===== src/rtl/win_pkg.sv =====
// Shared definitions for the window generator and the ternary-weight convolution engine
// that sits downstream of it.
package win_pkg;

    localparam int DATA_W     = 6;
    localparam int INPUT_SIZE = 16;
    localparam int ADDR_BITS  = 4;

    typedef logic signed [DATA_W-1:0] pixel_t;

    // A window is complete only once two earlier rows and two earlier columns exist.
    function automatic logic window_ready(input int row, input int col);
        return (row >= 2) && (col >= 2);
    endfunction

endpackage


===== src/rtl/lb_row.sv =====
// One feature-map row of pixel storage.
// The read is combinational and the write is synchronous, so the old value is seen during the write cycle.
module lb_row #(
    parameter int DEPTH     = win_pkg::INPUT_SIZE,
    parameter int ADDR_BITS = win_pkg::ADDR_BITS,
    parameter int DATA_W    = win_pkg::DATA_W
) (
    input  logic                 clk,
    input  logic                 rst_n,
    input  logic                 we,
    input  logic [ADDR_BITS-1:0] addr,
    input  logic [DATA_W-1:0]    wdata,
    output logic [DATA_W-1:0]    rdata
);

    logic [DATA_W-1:0] mem_reg [DEPTH];

    assign rdata = mem_reg[addr];

    always_ff @(posedge clk or negedge rst_n) begin
        if (!rst_n) begin
            for (int i = 0; i < DEPTH; i++) begin
                mem_reg[i] <= '0;
            end
        end else if (we) begin
            mem_reg[addr] <= wdata;
        end
    end

endmodule


===== src/rtl/window_generator.sv =====
// Raster-scan 3x3 sliding-window generator with two line buffers feeding a 3x3 tap array.
// Defining WINDOW_OUT_REG_EN adds one output register stage, which gives a total latency of 2 cycles.
module window_generator #(
    parameter int INPUT_SIZE = win_pkg::INPUT_SIZE,
    parameter int ADDR_BITS  = win_pkg::ADDR_BITS,
    parameter int DATA_W     = win_pkg::DATA_W
) (
    input  logic              clk,
    input  logic              rst_n,
    input  logic              in_valid,
    input  logic [DATA_W-1:0] data_in,
    output logic [DATA_W-1:0] x11,
    output logic [DATA_W-1:0] x12,
    output logic [DATA_W-1:0] x13,
    output logic [DATA_W-1:0] x21,
    output logic [DATA_W-1:0] x22,
    output logic [DATA_W-1:0] x23,
    output logic [DATA_W-1:0] x31,
    output logic [DATA_W-1:0] x32,
    output logic [DATA_W-1:0] x33,
    output logic              fire,
    output logic              frame_done
);

    import win_pkg::window_ready;

    localparam logic [ADDR_BITS-1:0] LAST_IDX = ADDR_BITS'(INPUT_SIZE - 1);

    logic [ADDR_BITS-1:0] col_reg;
    logic [ADDR_BITS-1:0] row_reg;
    logic                 fire_reg;
    logic                 done_reg;
    logic [DATA_W-1:0]    lb0_rd;
    logic [DATA_W-1:0]    lb1_rd;
    logic [DATA_W-1:0]    row_in  [3];
    logic [DATA_W-1:0]    tap_all [9];
    logic [DATA_W-1:0]    tap_out [9];
    logic                 fire_out;
    logic                 done_out;

    // lb0 holds row r-1 and lb1 holds row r-2. Each accepted pixel pushes its column down one row.
    lb_row #(.DEPTH(INPUT_SIZE), .ADDR_BITS(ADDR_BITS), .DATA_W(DATA_W)) lb0 (
        .clk   (clk),
        .rst_n (rst_n),
        .we    (in_valid),
        .addr  (col_reg),
        .wdata (data_in),
        .rdata (lb0_rd)
    );

    lb_row #(.DEPTH(INPUT_SIZE), .ADDR_BITS(ADDR_BITS), .DATA_W(DATA_W)) lb1 (
        .clk   (clk),
        .rst_n (rst_n),
        .we    (in_valid),
        .addr  (col_reg),
        .wdata (lb0_rd),
        .rdata (lb1_rd)
    );

    assign row_in[0] = lb1_rd;
    assign row_in[1] = lb0_rd;
    assign row_in[2] = data_in;

    // Each tap row is a 3-deep shift register; the newest column enters at index 2.
    generate
        for (genvar gi = 0; gi < 3; gi++) begin : g_tap_row
            logic [DATA_W-1:0] tap_reg [3];

            always_ff @(posedge clk or negedge rst_n) begin
                if (!rst_n) begin
                    tap_reg[0] <= '0;
                    tap_reg[1] <= '0;
                    tap_reg[2] <= '0;
                end else if (in_valid) begin
                    tap_reg[0] <= tap_reg[1];
                    tap_reg[1] <= tap_reg[2];
                    tap_reg[2] <= row_in[gi];
                end
            end

            assign tap_all[gi*3 + 0] = tap_reg[0];
            assign tap_all[gi*3 + 1] = tap_reg[1];
            assign tap_all[gi*3 + 2] = tap_reg[2];
        end
    endgenerate

    always_ff @(posedge clk or negedge rst_n) begin
        if (!rst_n) begin
            col_reg  <= '0;
            row_reg  <= '0;
            fire_reg <= 1'b0;
            done_reg <= 1'b0;
        end else begin
            fire_reg <= in_valid && window_ready(int'(row_reg), int'(col_reg));
            done_reg <= in_valid && (row_reg == LAST_IDX) && (col_reg == LAST_IDX);
            if (in_valid) begin
                if (col_reg == LAST_IDX) begin
                    col_reg <= '0;
                    row_reg <= (row_reg == LAST_IDX) ? '0 : row_reg + 1'b1;
                end else begin
                    col_reg <= col_reg + 1'b1;
                end
            end
        end
    end

`ifdef WINDOW_OUT_REG_EN
    generate
        for (genvar gi = 0; gi < 9; gi++) begin : g_out_reg
            logic [DATA_W-1:0] out_reg;

            always_ff @(posedge clk or negedge rst_n) begin
                if (!rst_n) begin
                    out_reg <= '0;
                end else begin
                    out_reg <= tap_all[gi];
                end
            end

            assign tap_out[gi] = out_reg;
        end
    endgenerate

    logic fire_q_reg;
    logic done_q_reg;

    always_ff @(posedge clk or negedge rst_n) begin
        if (!rst_n) begin
            fire_q_reg <= 1'b0;
            done_q_reg <= 1'b0;
        end else begin
            fire_q_reg <= fire_reg;
            done_q_reg <= done_reg;
        end
    end

    assign fire_out = fire_q_reg;
    assign done_out = done_q_reg;
`else
    generate
        for (genvar gi = 0; gi < 9; gi++) begin : g_out_pass
            assign tap_out[gi] = tap_all[gi];
        end
    endgenerate

    assign fire_out = fire_reg;
    assign done_out = done_reg;
`endif

    assign x11        = tap_out[0];
    assign x12        = tap_out[1];
    assign x13        = tap_out[2];
    assign x21        = tap_out[3];
    assign x22        = tap_out[4];
    assign x23        = tap_out[5];
    assign x31        = tap_out[6];
    assign x32        = tap_out[7];
    assign x33        = tap_out[8];
    assign fire       = fire_out;
    assign frame_done = done_out;

endmodule

===== config.mk =====
export PLATFORM = sky130hd
export DESIGN_NAME = window_generator
export DESIGN_NICKNAME = d
export VERILOG_FILES = /design/src/rtl/win_pkg.sv /design/src/rtl/lb_row.sv /design/src/rtl/window_generator.sv
export SDC_FILE = /design/constraint.sdc
export NUM_CORES = 1
export LEC_CHECK = 0
export CAP_MARGIN = 25
export CORE_AREA = 4 4 140 142
export DETAILED_ROUTE_END_ITERATION = 6
export DIE_AREA = 0 0 144 146
export PLACE_DENSITY_LB_ADDON = 0.3
export SLEW_MARGIN = 25
export SYNTH_ARGS = -nofsm -noshare
export SYNTH_HDL_FRONTEND = slang
export SYNTH_SLANG_ARGS = --single-unit

===== constraint.sdc =====
create_clock -name clk -period 3.6 [get_ports clk]
set_input_delay 0.36 -clock clk [delete_from_list [all_inputs] [get_ports clk]]
set_output_delay 0.36 -clock clk [all_outputs]
set_load 0.01 [all_outputs]

==> summary by stage <==
Run
Across the run, the number of max-cap violations was 0.

Drt
In the final routed layout, each cell accounts on average for 23.7 um. The number of DRC violations after detailed routing is 0. The aggregate routed wire length is 26.3 mm. The count of nets left with antenna violations once routing finished came out at 0. The violation count after the first detailed-routing iteration is 566. Dividing the detail-routed via count by the number of cells gives 6.38.

The count of TritonRoute iterations in the first routing pass is 5. The final route contains 7079 vias.

Logic synthesis
The instance count of the mapped netlist is 812. The cell area that synthesis handed to floorplanning was 11600 sq um. The count of yosys warnings during synthesis is 0. dfrtp_1 takes more of the synthesized area than any other cell. The share of synthesized flip-flops with an asynchronous set or reset is 1.00. For this run, the leading register cell type out of synthesis is dfrtp_1. The number of nets in the synthesized netlist is 827.

Yosys attributes the largest share of cell area to dfrtp_1 55%, mux2_2 20%, mux4_2 5.8%. The top-area cell type share of the netlist area is 0.553. The sequential area share after synthesis is 0.553.

The flip-flop and latch count after synthesis is roughly 260. Synthesis instantiated 43 different standard cells from the library. In this run, synthesis inferred 0 flip-flops with an integrated enable. Dividing the synthesized area by the synthesized cell count gives ~14 sq um.

Timing
The worst slew margin relative to its limit is 0.407. The final-layout worst hold slack is 0.299 ns. The ratio of final minimum period to clock period is 0.743. Derived from the worst setup path, the maximum achievable clock frequency is 0.374 GHz.

Setup violations remaining at the end of the flow were counted as 0. For the pin with the worst max-slew slack, the measured transition is 0.885 ns. The clock skew is between 0.01 and 0.015 ns. Summed over all failing endpoints, the final setup total negative slack is 0 ns.

The total count of hold-check failures in the final report is 0. The smallest clock period supported by the final layout is computed as 2.67 ns. The total count of max-transition violations in the final report came to 0. Setup repair after global routing left no endpoint under its margin.

Global route
The global routing usage on met3 is 0.0437. Across every metal layer, demand over resource in global routing totals 0.256. The via count of the first global-routing pass is 7465. The first global-routing pass estimated 42.1 mm of wire. The number of antenna violations at the first check in global routing is 0. The total congestion overflow after global routing is 0. The layer with the highest usage is met2. For met2 alone, demand over resource in global routing was 0.409. The met1 usage in global routing is 0.360.

Entering global routing, the biggest net connects between 100 and 150 pins.

Layout
The number of inserted filler cells in the final layout is approximately 1200. The area growth from synthesis to layout is 13.0%. The most common cell after layout, fill and taps aside is dfrtp_1.

In the layout the commonest cells are 254 x dfrtp_1, 208 x mux2_2, 73 x nand2_1, 62 x clkdlybuf4s50_1, 53 x o21ai_0. Of the cells placed in the final design, the portion with a size suffix greater than 1 is 0.343. The number of diodes is 0. The count of nets after finishing is 875.

Outcome
The flow ran to the end, and the final reports show no timing, DRC or antenna violations.

Clock network
Clock-pin slew was measured on the worst setup and hold paths at 0.06 ns. Clock tree synthesis selected as its root buffer the cell clkbuf_16. For the worst-skew pair, the clock arrives at the later sink with an insertion delay of 0.53 ns. After clock tree synthesis, the flow added hold-fix buffers numbering 1. TritonCTS built the clock tree. The depth of the CTS H-tree is 1. The clock sink total is 256. The number of buffers created by CTS is 26.

The maximum root-to-sink buffer count is 3. After clock tree synthesis, the repair step resized 0 gates. The post-CTS setup-driven buffer insertion count is 0.

Critical path
The number of cells traversed by the worst register-to-register path is 3. The largest single stage delay on the critical path is 0.75 ns. The worst setup path is launched from a flop. The buffers plus inverters on the worst setup path is 0. The slowest stage of the critical path is the nand3_1 cell. For the worst setup path, the data arrival time is 3.08 ns. The worst register-to-register path begins at col_reg[2]. The critical setup path kind is flop to flop. The critical-path maximum fanout is 14.

The critical path goes through nor2b_1, nand3_1, mux2_2. The required time reported for the critical path endpoint is 4.01 ns. The capturing point of the worst reg2reg path is lb0.mem_reg[37]. For flop-to-flop paths, the worst setup slack is 0.93 ns. The type of element capturing the critical path is a flop. The category of cells accounting for the largest share of critical-path delay is simple AND/OR/NAND/NOR gates.

Power and ir drop
The cell leakage power is 5.83 nW. The total power after layout is 12.0 mW. Dividing total power by cell area gives a power density of between 900 and 1000 nW/um^2. The maximum ir drop on the vdd rail is ~0.00052 V.

Floorplanning
Pin placement for this block handled 65 I/O pins. For this configuration, the core starts out at a cell density of 0.628. In this run the core area contains 50 standard-cell rows. The core region is 18500 sq um. The horizontal die dimension is between 100 and 150 um. The die outline area is 21000 sq um. From bottom edge to top edge, the die measures 146 um.

Place
The final weighted congestion of routability-driven global placement is between 0.8 and 0.9. The post-DP HPWL is 17.2 mm. The count of input and output buffers is 64.

Min path
The worst hold path passes through 3 cells. The worst hold path begins at in_valid. The min-delay analysis places its worst path in the category primary input to flop. The end point of the most critical hold path is col_reg[1].
kinds of logic (layout without fill, tap and decap cells):
kind of cell,after synthesis,count (layout),share of synthesized area
flip-flops,256,256,0.553
AND/OR/NAND/NOR,120,120,0.0500
adder cells (fa/ha/maj),6,6,0.00648
multiplexers,278,278,0.308
buffers and inverters,61,124,0.0335
XOR/XNOR,3,3,0.00227
AO/OA/AOI/OAI,88,88,0.0469
worst min-delay path, delay by kind of cell:
family | cells | cell delay, ns
AO/OA/AOI/OAI | 1 | 0.07
buffers and inverters | 1 | 0.23
AND/OR/NAND/NOR | 1 | 0.10
report_power, final:
part           internal, mW  switching, mW  total [mW]
combinational          2.40           2.06        4.46
clock                  1.60           1.05        2.65
sequential             4.05          0.851        4.90
metrics by stage:
step	worst slack [ns]	area [sq um]	instances	util
2_1_floorplan	1.52	11600	812	-
3_3_place_gp	0.976	12200	1065	0.663
3_5_place_dp	0.923	12200	1065	0.663
4_1_cts	0.932	13100	1109	0.709
5_1_grt	0.761	13100	1109	0.709
6_report	0.926	13100	1109	0.709
Yosys cell counts, drive strengths merged, types with 2 or more instances:
library cell  number
a22oi              8
dfrtp            256
nand2             73
a222oi             2
ha                 6
a21oi              2
a41oi              4
mux2i             31
inv                4
mux4              39
and3               4
mux2             208
nand3              6
nand4b             4
nor2              16
nand2b             2
o21ai             53
and2               2
and3b              2
xnor2              3
clkbuf            13
o22ai              8
nand4              5
or2                2
buf               44
a221oi             8
worst max path at each step:
| stage | cells past startpoint | startpoint | slack [ns] | endpoint |
|---|---|---|---|---|
| 2_1_floorplan | 8 | col_reg[0] | 1.52 | lb0.mem_reg[78] |
| 3_3_place_gp | 3 | col_reg[2] | 0.98 | lb0.mem_reg[40] |
| 3_5_place_dp | 4 | col_reg[0] | 0.92 | lb0.mem_reg[60] |
| 4_1_cts | 4 | col_reg[0] | 0.93 | lb0.mem_reg[60] |
| 5_1_grt | 4 | col_reg[0] | 0.76 | lb0.mem_reg[60] |
| 6_report | 3 | col_reg[2] | 0.93 | lb0.mem_reg[37] |
area by class of cell:
| class | instances | area [sq um] | area share |
|---|---|---|---|
| sequential | 256 | 6410 | 0.490 |
| multi-input combinational | 495 | 4790 | 0.366 |
| clock buffer | 39 | 771 | 0.0589 |
| timing repair buffer | 77 | 743 | 0.0568 |
| tap | 234 | 293 | 0.0224 |
| clock inverter | 4 | 70.1 | 0.00535 |
| inverter | 4 | 15.0 | 0.00115 |
routing by layer:
metal	vias up	part of all wire
met3	51	0.055
met5	-	0
met2	254	0.49
li1	3086	-
met4	0	0.030
met1	3688	0.43
No activity file was read; power rests on OpenSTA's default activity.
